--- config.mk ---
export PLATFORM = sky130hd
export DESIGN_NAME = alu_result_fifo_flat
export DESIGN_NICKNAME = d
export VERILOG_FILES = /design/src/rtl/alu_result_fifo_if.sv /design/src/rtl/alu_result_fifo.sv /design/src/flat_wrapper.sv
export SDC_FILE = /design/constraint.sdc
export NUM_CORES = 1
export LEC_CHECK = 0
export ABC_AREA = 1
export CAP_MARGIN = 15
export CORE_ASPECT_RATIO = 0.5
export CORE_MARGIN = 2
export CORE_UTILIZATION = 45
export DETAILED_ROUTE_END_ITERATION = 10
export PLACE_DENSITY = 0.75
export SYNTH_ARGS = -nofsm -noshare
export SYNTH_HDL_FRONTEND = slang
export SYNTH_SLANG_ARGS = --single-unit
--- constraint.sdc ---
create_clock -name clk -period 3.4 [get_ports clk]
set_input_delay 0.68 -clock clk [delete_from_list [all_inputs] [get_ports clk]]
set_output_delay 0.68 -clock clk [all_outputs]
set_load 0.02 [all_outputs]
--- src/rtl/alu_result_fifo_if.sv ---
// alu_result_fifo_if
// One valid/ready stream carrying a logic-unit result: data word, Z/N/P
// flags and the opcode that produced it.
//
// Handshake: a beat transfers on a rising clk edge where valid && ready.
// The master holds valid and payload stable until that edge. The slave
// may drive ready independently of valid.
//
//   valid  master->slave  payload present
//   ready  slave->master  slave accepts this cycle
//   data   master->slave  result word (Width bits)
//   z/n/p  master->slave  zero / negative / positive flags
//   op     master->slave  opcode F
interface alu_result_fifo_if #(
  parameter int Width = 16
);
  logic             valid;
  logic             ready;
  logic [Width-1:0] data;
  logic             z;
  logic             n;
  logic             p;
  logic [2:0]       op;

  modport master (
    output valid, data, z, n, p, op,
    input  ready
  );

  modport slave (
    input  valid, data, z, n, p, op,
    output ready
  );
endinterface

--- src/rtl/alu_result_fifo.sv ---
// alu_result_fifo
// Registered output stage behind the combinational logic unit. Results
// with a supported opcode (op[2]=0) are queued with their flags; results
// with op[2]=1 are accepted but discarded and counted. Popped entries
// feed sticky Z/N/P summaries.
//
// Ports
//   clk, rst_n   clock, asynchronous active-low reset
//   in_if        slave stream from the logic unit (ready = count != Depth)
//   out_if       master stream to the consumer   (valid = count != 0)
//   count        current occupancy
//   sticky_z/n/p OR of flags of all entries popped since the last clear
//   sticky_clr   synchronous clear of the sticky flags
//   bad_op_cnt   discarded unsupported-opcode results, saturating at 255
module alu_result_fifo #(
  parameter int Width = 16,
  parameter int Depth = 4
) (
  input  logic                   clk,
  input  logic                   rst_n,
  alu_result_fifo_if.slave       in_if,
  alu_result_fifo_if.master      out_if,
  output logic [$clog2(Depth):0] count,
  output logic                   sticky_z,
  output logic                   sticky_n,
  output logic                   sticky_p,
  input  logic                   sticky_clr,
  output logic [7:0]             bad_op_cnt
);

  localparam int              AW   = $clog2(Depth);
  localparam logic [AW:0]     FULL = (AW+1)'(Depth);

  logic [AW-1:0]    wr_ptr;
  logic [AW-1:0]    rd_ptr;
  logic [Width-1:0] mem_data [Depth];
  logic [5:0]       mem_tag  [Depth];  // {z, n, p, op}

  logic accept;
  logic push;
  logic discard;
  logic pop;

  // Both ready and valid come from the registered count only, so there is
  // no combinational path from in_if.valid or out_if.ready to any output.
  assign in_if.ready  = (count != FULL);
  assign out_if.valid = (count != '0);

  assign accept  = in_if.valid && in_if.ready;
  assign push    = accept && !in_if.op[2];
  assign discard = accept &&  in_if.op[2];
  assign pop     = out_if.valid && out_if.ready;

  // Head entry is read straight from storage; stale when empty.
  assign out_if.data = mem_data[rd_ptr];
  assign {out_if.z, out_if.n, out_if.p, out_if.op} = mem_tag[rd_ptr];

  // Storage is deliberately not reset.
  always_ff @(posedge clk) begin
    if (push) begin
      mem_data[wr_ptr] <= in_if.data;
      mem_tag[wr_ptr]  <= {in_if.z, in_if.n, in_if.p, in_if.op};
    end
  end

  // Depth is a power of two, so pointer overflow is the modulo wrap.
  always_ff @(posedge clk or negedge rst_n) begin
    if (!rst_n) begin
      wr_ptr <= '0;
      rd_ptr <= '0;
    end else begin
      if (push) wr_ptr <= wr_ptr + 1'b1;
      if (pop)  rd_ptr <= rd_ptr + 1'b1;
    end
  end

  always_ff @(posedge clk or negedge rst_n) begin
    if (!rst_n) begin
      count <= '0;
    end else begin
      case ({push, pop})
        2'b10:   count <= count + 1'b1;
        2'b01:   count <= count - 1'b1;
        default: count <= count;
      endcase
    end
  end

  // A pop in the same cycle as a clear keeps the popped entry's flags.
  always_ff @(posedge clk or negedge rst_n) begin
    if (!rst_n) begin
      sticky_z <= 1'b0;
      sticky_n <= 1'b0;
      sticky_p <= 1'b0;
    end else if (pop) begin
      sticky_z <= (sticky_clr ? 1'b0 : sticky_z) | out_if.z;
      sticky_n <= (sticky_clr ? 1'b0 : sticky_n) | out_if.n;
      sticky_p <= (sticky_clr ? 1'b0 : sticky_p) | out_if.p;
    end else if (sticky_clr) begin
      sticky_z <= 1'b0;
      sticky_n <= 1'b0;
      sticky_p <= 1'b0;
    end
  end

  always_ff @(posedge clk or negedge rst_n) begin
    if (!rst_n) begin
      bad_op_cnt <= '0;
    end else if (discard && (bad_op_cnt != 8'hFF)) begin
      bad_op_cnt <= bad_op_cnt + 8'd1;
    end
  end

endmodule

--- src/flat_wrapper.sv ---
// flat-port wrapper written by rule: the top's interface ports become plain ports
module alu_result_fifo_flat 
#(
  parameter int Width = 16,
  parameter int Depth = 4
)
  (clk, rst_n, count, sticky_z, sticky_n, sticky_p, sticky_clr, bad_op_cnt, in_if_valid, in_if_data, in_if_z, in_if_n, in_if_p, in_if_op, in_if_ready, out_if_valid, out_if_data, out_if_z, out_if_n, out_if_p, out_if_op, out_if_ready);
  alu_result_fifo_if #(.Width(Width)) in_if_i ();
  alu_result_fifo_if #(.Width(Width)) out_if_i ();
  input  logic clk;
  input  logic rst_n;
  output logic [$clog2(Depth):0] count;
  output logic sticky_z;
  output logic sticky_n;
  output logic sticky_p;
  input  logic sticky_clr;
  output logic [7:0] bad_op_cnt;
  input wire logic [$bits(in_if_i.valid)-1:0] in_if_valid;
  input wire logic [$bits(in_if_i.data)-1:0] in_if_data;
  input wire logic [$bits(in_if_i.z)-1:0] in_if_z;
  input wire logic [$bits(in_if_i.n)-1:0] in_if_n;
  input wire logic [$bits(in_if_i.p)-1:0] in_if_p;
  input wire logic [$bits(in_if_i.op)-1:0] in_if_op;
  output wire logic [$bits(in_if_i.ready)-1:0] in_if_ready;
  output wire logic [$bits(out_if_i.valid)-1:0] out_if_valid;
  output wire logic [$bits(out_if_i.data)-1:0] out_if_data;
  output wire logic [$bits(out_if_i.z)-1:0] out_if_z;
  output wire logic [$bits(out_if_i.n)-1:0] out_if_n;
  output wire logic [$bits(out_if_i.p)-1:0] out_if_p;
  output wire logic [$bits(out_if_i.op)-1:0] out_if_op;
  input wire logic [$bits(out_if_i.ready)-1:0] out_if_ready;
  assign in_if_i.valid = in_if_valid;
  assign in_if_i.data = in_if_data;
  assign in_if_i.z = in_if_z;
  assign in_if_i.n = in_if_n;
  assign in_if_i.p = in_if_p;
  assign in_if_i.op = in_if_op;
  assign in_if_ready = in_if_i.ready;
  assign out_if_valid = out_if_i.valid;
  assign out_if_data = out_if_i.data;
  assign out_if_z = out_if_i.z;
  assign out_if_n = out_if_i.n;
  assign out_if_p = out_if_i.p;
  assign out_if_op = out_if_i.op;
  assign out_if_i.ready = out_if_ready;
  alu_result_fifo #(.Width(Width), .Depth(Depth)) u_core (.clk(clk), .rst_n(rst_n), .in_if(in_if_i), .out_if(out_if_i), .count(count), .sticky_z(sticky_z), .sticky_n(sticky_n), .sticky_p(sticky_p), .sticky_clr(sticky_clr), .bad_op_cnt(bad_op_cnt));
endmodule
-- Word-level counts from Yosys, hierarchy flattened
Memories as Yosys holds them, arrays and structs flattened.
Index checks and enable logic that the tools add are counted.
- multiply operators: 0
- equal/unequal tests: 4
- magnitude comparators: 0
- $add $sub $neg: 5
- divide/modulo/power cells: 0
- shift operators: 0
- multiplexer cells: 9
- reductions and logical operators: 8
- bitwise operators: 3
- operator list (cell ; number):
    $add A8 B1 Y8 const B ; 1
    $mux W1 ; 8
    $ne A8 B8 Y1 const B ; 1
    $pmux W3 S2 ; 1
    $logic_and A1 B1 Y1 ; 5
    $add A2 B1 Y2 const B ; 2
    $add A3 B1 Y3 const B ; 1
    $ne A3 B3 Y1 const B ; 1
    $or A1 B1 Y1 ; 3
    $reduce_bool A3 Y1 ; 1
    $sub A3 B1 Y3 const B ; 1
    $eq A2 B1 Y1 const B ; 1
    $eq A2 B2 Y1 const B ; 1
    $reduce_bool A2 Y1 ; 1
    $logic_not A1 Y1 ; 1
- memories kept: 2
- memory bits (writable): 88
- latch bits: 0
- register bits: 18
- input bits: 27
- memory bits (read-only): 0
- word-level logic and storage cells: 38
- memories (name ; depth ; width ; read ports ; clocked after memory_dff ; write ports ; line ; text):
    u_core.mem_data ; 4 ; 16 ; 1 ; 0 ; 1 ; alu_result_fifo.sv:36 ; logic [Width-1:0] mem_data [Depth];
    u_core.mem_tag ; 4 ; 6 ; 1 ; 0 ; 1 ; alu_result_fifo.sv:37 ; logic [5:0] mem_tag [Depth];

-- Depth between registers and ports, before layout
- depth in word-level cells: 5
- mapped depth: 9

-- Worst setup path before layout
No wires, ideal clock.
- kind: reg2reg
- start: reg u_core.count[0]
- end: mem u_core.mem_data[0][0] (enable)
- period minus slack after synthesis: 2.284 ns
- arrival: 1.883 ns
- cell stages (with the launch flop): 5
- data required time: 2.999 ns
- buffers on the path: 0
- setup time: 0.401 ns
- setup slack: 1.116 ns
- cells stage by stage: dfrtp_1 -> nor2_4 -> nand2_2 -> nand3_4 -> nor2_1
- word-level cells in the longest chain between the ends: 5
- RTL lines (what ; line ; text):
    start, declared ; alu_result_fifo.sv:23 ; output logic [$clog2(Depth):0] count,
    start signal, assigned ; alu_result_fifo.sv:82 ; 2'b10: count <= count + 1'b1;
    start signal, assigned ; alu_result_fifo.sv:83 ; 2'b01: count <= count - 1'b1;
    start signal, assigned ; alu_result_fifo.sv:84 ; default: count <= count;
    $ne A3 B3 Y1 ; alu_result_fifo.sv:46 ; assign in_if.ready = (count != FULL);
    via in_if_ready ; flat_wrapper.sv:24 ; output wire logic [$bits(in_if_i.ready)-1:0] in_if_ready;
    $logic_and A1 B1 Y1 ; alu_result_fifo.sv:49 ; assign accept = in_if.valid && in_if.ready;
    $logic_and A1 B1 Y1 ; alu_result_fifo.sv:50 ; assign push = accept && !in_if.op[2];
    $mux W1 ; alu_result_fifo.sv:60 ; if (push) begin
    $mux W1 (not written as such) ; alu_result_fifo.sv:61 ; mem_data[wr_ptr] <= in_if.data;
    end, declared ; alu_result_fifo.sv:36 ;
The timed path passes the listed nets, and every way through them passes these cells.

-- Final worst setup path
- start: reg u_core.rd_ptr[0]
- end: out out_if_data[11]
- word-level cells in the longest chain between the ends: 1
- RTL lines (what ; line ; text):
    start, declared ; alu_result_fifo.sv:35 ; logic [AW-1:0] rd_ptr;
    start signal, assigned ; alu_result_fifo.sv:73 ; if (pop) rd_ptr <= rd_ptr + 1'b1;
    $mem_v2 Z4 W16 ; -- ;
    end, declared ; flat_wrapper.sv:26 ; output wire logic [$bits(out_if_i.data)-1:0] out_if_data;
Every way passes these cells.

==> impl_metrics.json <==
{
  "clk_path_buf_depth": 2,
  "antenna_left": 0,
  "syn_area_sq_um": 4355,
  "startpoint_type": "flop",
  "setup_violations": 0,
  "holdCritStartpoint": "u_core.sticky_p",
  "grt_max_degree": 48,
  "reg2regPathDepth": 9,
  "dieArea_sq_um": 10530,
  "initial_core_util_pct": 46.26,
  "rows": 25,
  "power_leakage_nw": 2.004,
  "grt_first_pass_wirelength_um": 13280,
  "cts.clk_slew.worst_paths_ps": 70,
  "drv_slew": 0,
  "dr_total_vias": 2800,
  "cts-root-buf": "clkbuf_16",
  "syn_to_final_growth_pct": 25.37,
  "overflow": 0,
  "gr-usage-all-layers_pct": 17.03,
  "drtIter0Drc": 194,
  "postSynthCellCount": 357,
  "reg2reg_slack_ps": 1350,
  "critical_path.endpoint_type": "output port",
  "cts_sinks": 106,
  "worstPathRequired_ps": 2720,
  "layout_setup_ws_ps": 369.0,
  "slowest_stage": "clkdlybuf4s50_1",
  "max_freq_ghz": 0.3299,
  "reg2reg_from": "u_core.count[0]",
  "arrival_ps": 2350,
  "hp-class": "flop to flop",
  "ys_types": 27,
  "switching_share_pct": 36.70,
  "insertion_delay_ps": 340,
  "crit_chain": "inv_2 > o21ai_0 > o22ai_1 > clkdlybuf4s50_1",
  "drc": 0,
  "period_needed_ps": 3031,
  "holdPathEnd": "u_core.sticky_p",
  "core_sq_um": 9415,
  "firstDrtPassIters": 4,
  "stdcell_count": 565,
  "synth_edf_count": 88,
  "netlist.area_leader.share_pct": 60.67,
  "dp_slack_ps": 762.1,
  "nets": 460,
  "relSlewSlack_pct": 41.24,
  "status": "complete, no violations",
  "yosysSeqAreaShare_pct": 71.01,
  "p_total_mw": 4.648,
  "cp_max_fo": 44,
  "pwr-share-seq_pct": 37.1,
  "p_sw_mw": 1.706,
  "maxCapViolations": 0,
  "syn_nets": 391,
  "routedWlPerCell_um": 14.69,
  "place_hpwl_um": 4902,
  "crit_type": "flop to output port",
  "drive_gt1_share_pct": 9.767,
  "die_y_um": 73.57,
  "first_global_vias": 2681,
  "cts_buffers": 9,
  "rr_endpoint": "u_core.count[2]",
  "avgViaCountPerCell": 4.956,
  "setup_tns_ps": 0,
  "clkPwrFrac_pct": 22.2,
  "hold_buffers": 0,
  "holdPathStages": 2,
  "finalHoldViolations": 0,
  "synth-main-ff-cell": "edfxtp_1",
  "async_reset_ff_share_pct": 16.98,
  "period_share_pct": 89.15,
  "ys_warn_count": 0,
  "avgSynthCellArea_sq_um": 12.20,
  "gp_congestion": 0.8000,
  "boundaryPins": 65,
  "ys_ff_latch": 106,
  "worst_pin_slew_ps": 878.7,
  "wl_um": 8299,
  "clock_skew_ps": 5.654,
  "yosysMostFrequentCell": "edfxtp_1",
  "ys_top_cells_by_area": "edfxtp_1 61%, dfrtp_1 10%, nand2_1 5.4%",
  "synth_commonest_cells": "88 x edfxtp_1, 63 x nand2_1, 50 x nor2_1",
  "post_cts_resize_count": 0,
  "slowest_delay_ps": 640,
  "power_density_nw_per_um2": 851.2,
  "ir_drop_mv": 0.5306,
  "io_buffers": 64,
  "worst_hold_slack_ps": 487.2,
  "n_antenna_cell": 0,
  "dp_cells": 550,
  "antenna_found_initial": 0,
  "rsz0062_at_grt": "no",
  "synth_largest_area_cell": "edfxtp_1",
  "htreeDepth": 3,
  "cts_tree": "built",
  "power.internal_mw": 2.942,
  "cts_setup_buffers": 0,
  "combPwrFrac_pct": 40.7,
  "die_w_um": 143.1
}
power by group through the flow:
stage | clock network [mW] | registers, mW | logic (mW)
6_report | 1.03 | 1.73 | 1.89
5_1_grt | 1.11 | 1.75 | 2.07
4_1_cts | 1.05 | 1.72 | 1.91
3_5_place_dp | 0 | 1.75 | 1.89
3_3_place_gp | 0 | 1.75 | 1.87
2_1_floorplan | 0 | 1.81 | 1.06
layout make-up:
type,count,area [sq um]
clock inverters,6,75.07
clock buffers,9,225.2
inverters,23,86.33
fillers,737,3955
multi-input cells,215,1119
well taps,135,168.9
flip-flops and latches,106,3093
repair buffers,71,693.2
cells in the final DEF (no fill, tap or decap), types with 6 or more instances in the layout:
cell type / synthesis / routed
o21ai_1: 7 / 7
ha_1: 6 / 6
edfxtp_1: 88 / 88
nand3_1: 9 / 9
clkbuf_16: 0 / 9
buf_4: 4 / 7
inv_1: 18 / 18
o22ai_1: 19 / 19
nand2_1: 63 / 63
nor2_1: 50 / 46
dfrtp_1: 18 / 18
clkdlybuf4s50_1: 0 / 64
o21ai_0: 41 / 41
nor2_2: 2 / 6
metal layers:
metal	vias to the layer above	routed length (um)	global-route usage [%]
met5	-	0	0
met4	0	113	5.281
met3	10	482	5.476
met2	74	3863	26.85
met1	1331	3839	22.89
li1	1385	-	-
sequential cells by signal, summed over array words and instances, names as in the netlist:
register / cells
u_core.mem_data: 64
u_core.rd_ptr: 2
u_core.sticky_n: 1
u_core.count: 3
u_core.bad_op_cnt: 8
u_core.mem_tag: 24
u_core.sticky_z: 1
u_core.sticky_p: 1
u_core.wr_ptr: 2
through the flow:
step,cell area (sq um),utilization [%]
after detailed placement,5160,54.80
after CTS,5460,57.99
after global placement,5160,54.80
after global routing,5460,57.99
final,5460,57.99
after floorplan,4355,-
logic make-up (layout without fill, tap and decap cells):
logic type	after synthesis	count (layout)	synth area share, %
xor+xnor	5	5	1.005
buf+inv	36	109	3.533
compound gates	71	71	9.107
simple gates	132	132	13.16
fa+ha+maj	7	7	2.183
flops	106	106	71.01
critical path, delay by kind of cell, from the launching register on:
family	cells	cell delay [ps]
buffers and inverters	2	1170
AOI/OAI and AO/OA	2	440
DFF	1	390
how the worst max path moves through the flow:
| stage | startpoint | end | slack, ps | cells after the start |
|---|---|---|---|---|
| after global placement | out_if_ready | u_core.count[2] | 810 | 8 |
| final | u_core.rd_ptr[0] | out_if_data[11] | 370 | 4 |
| after floorplan | u_core.count[0] | u_core.mem_data[0][0] | 1120 | 4 |
| after CTS | u_core.rd_ptr[0] | out_if_data[11] | 350 | 4 |
| after global routing | u_core.rd_ptr[0] | out_if_data[12] | 250 | 4 |
| after detailed placement | out_if_ready | u_core.count[2] | 760 | 8 |
Power figures use the tool's default switching activity.
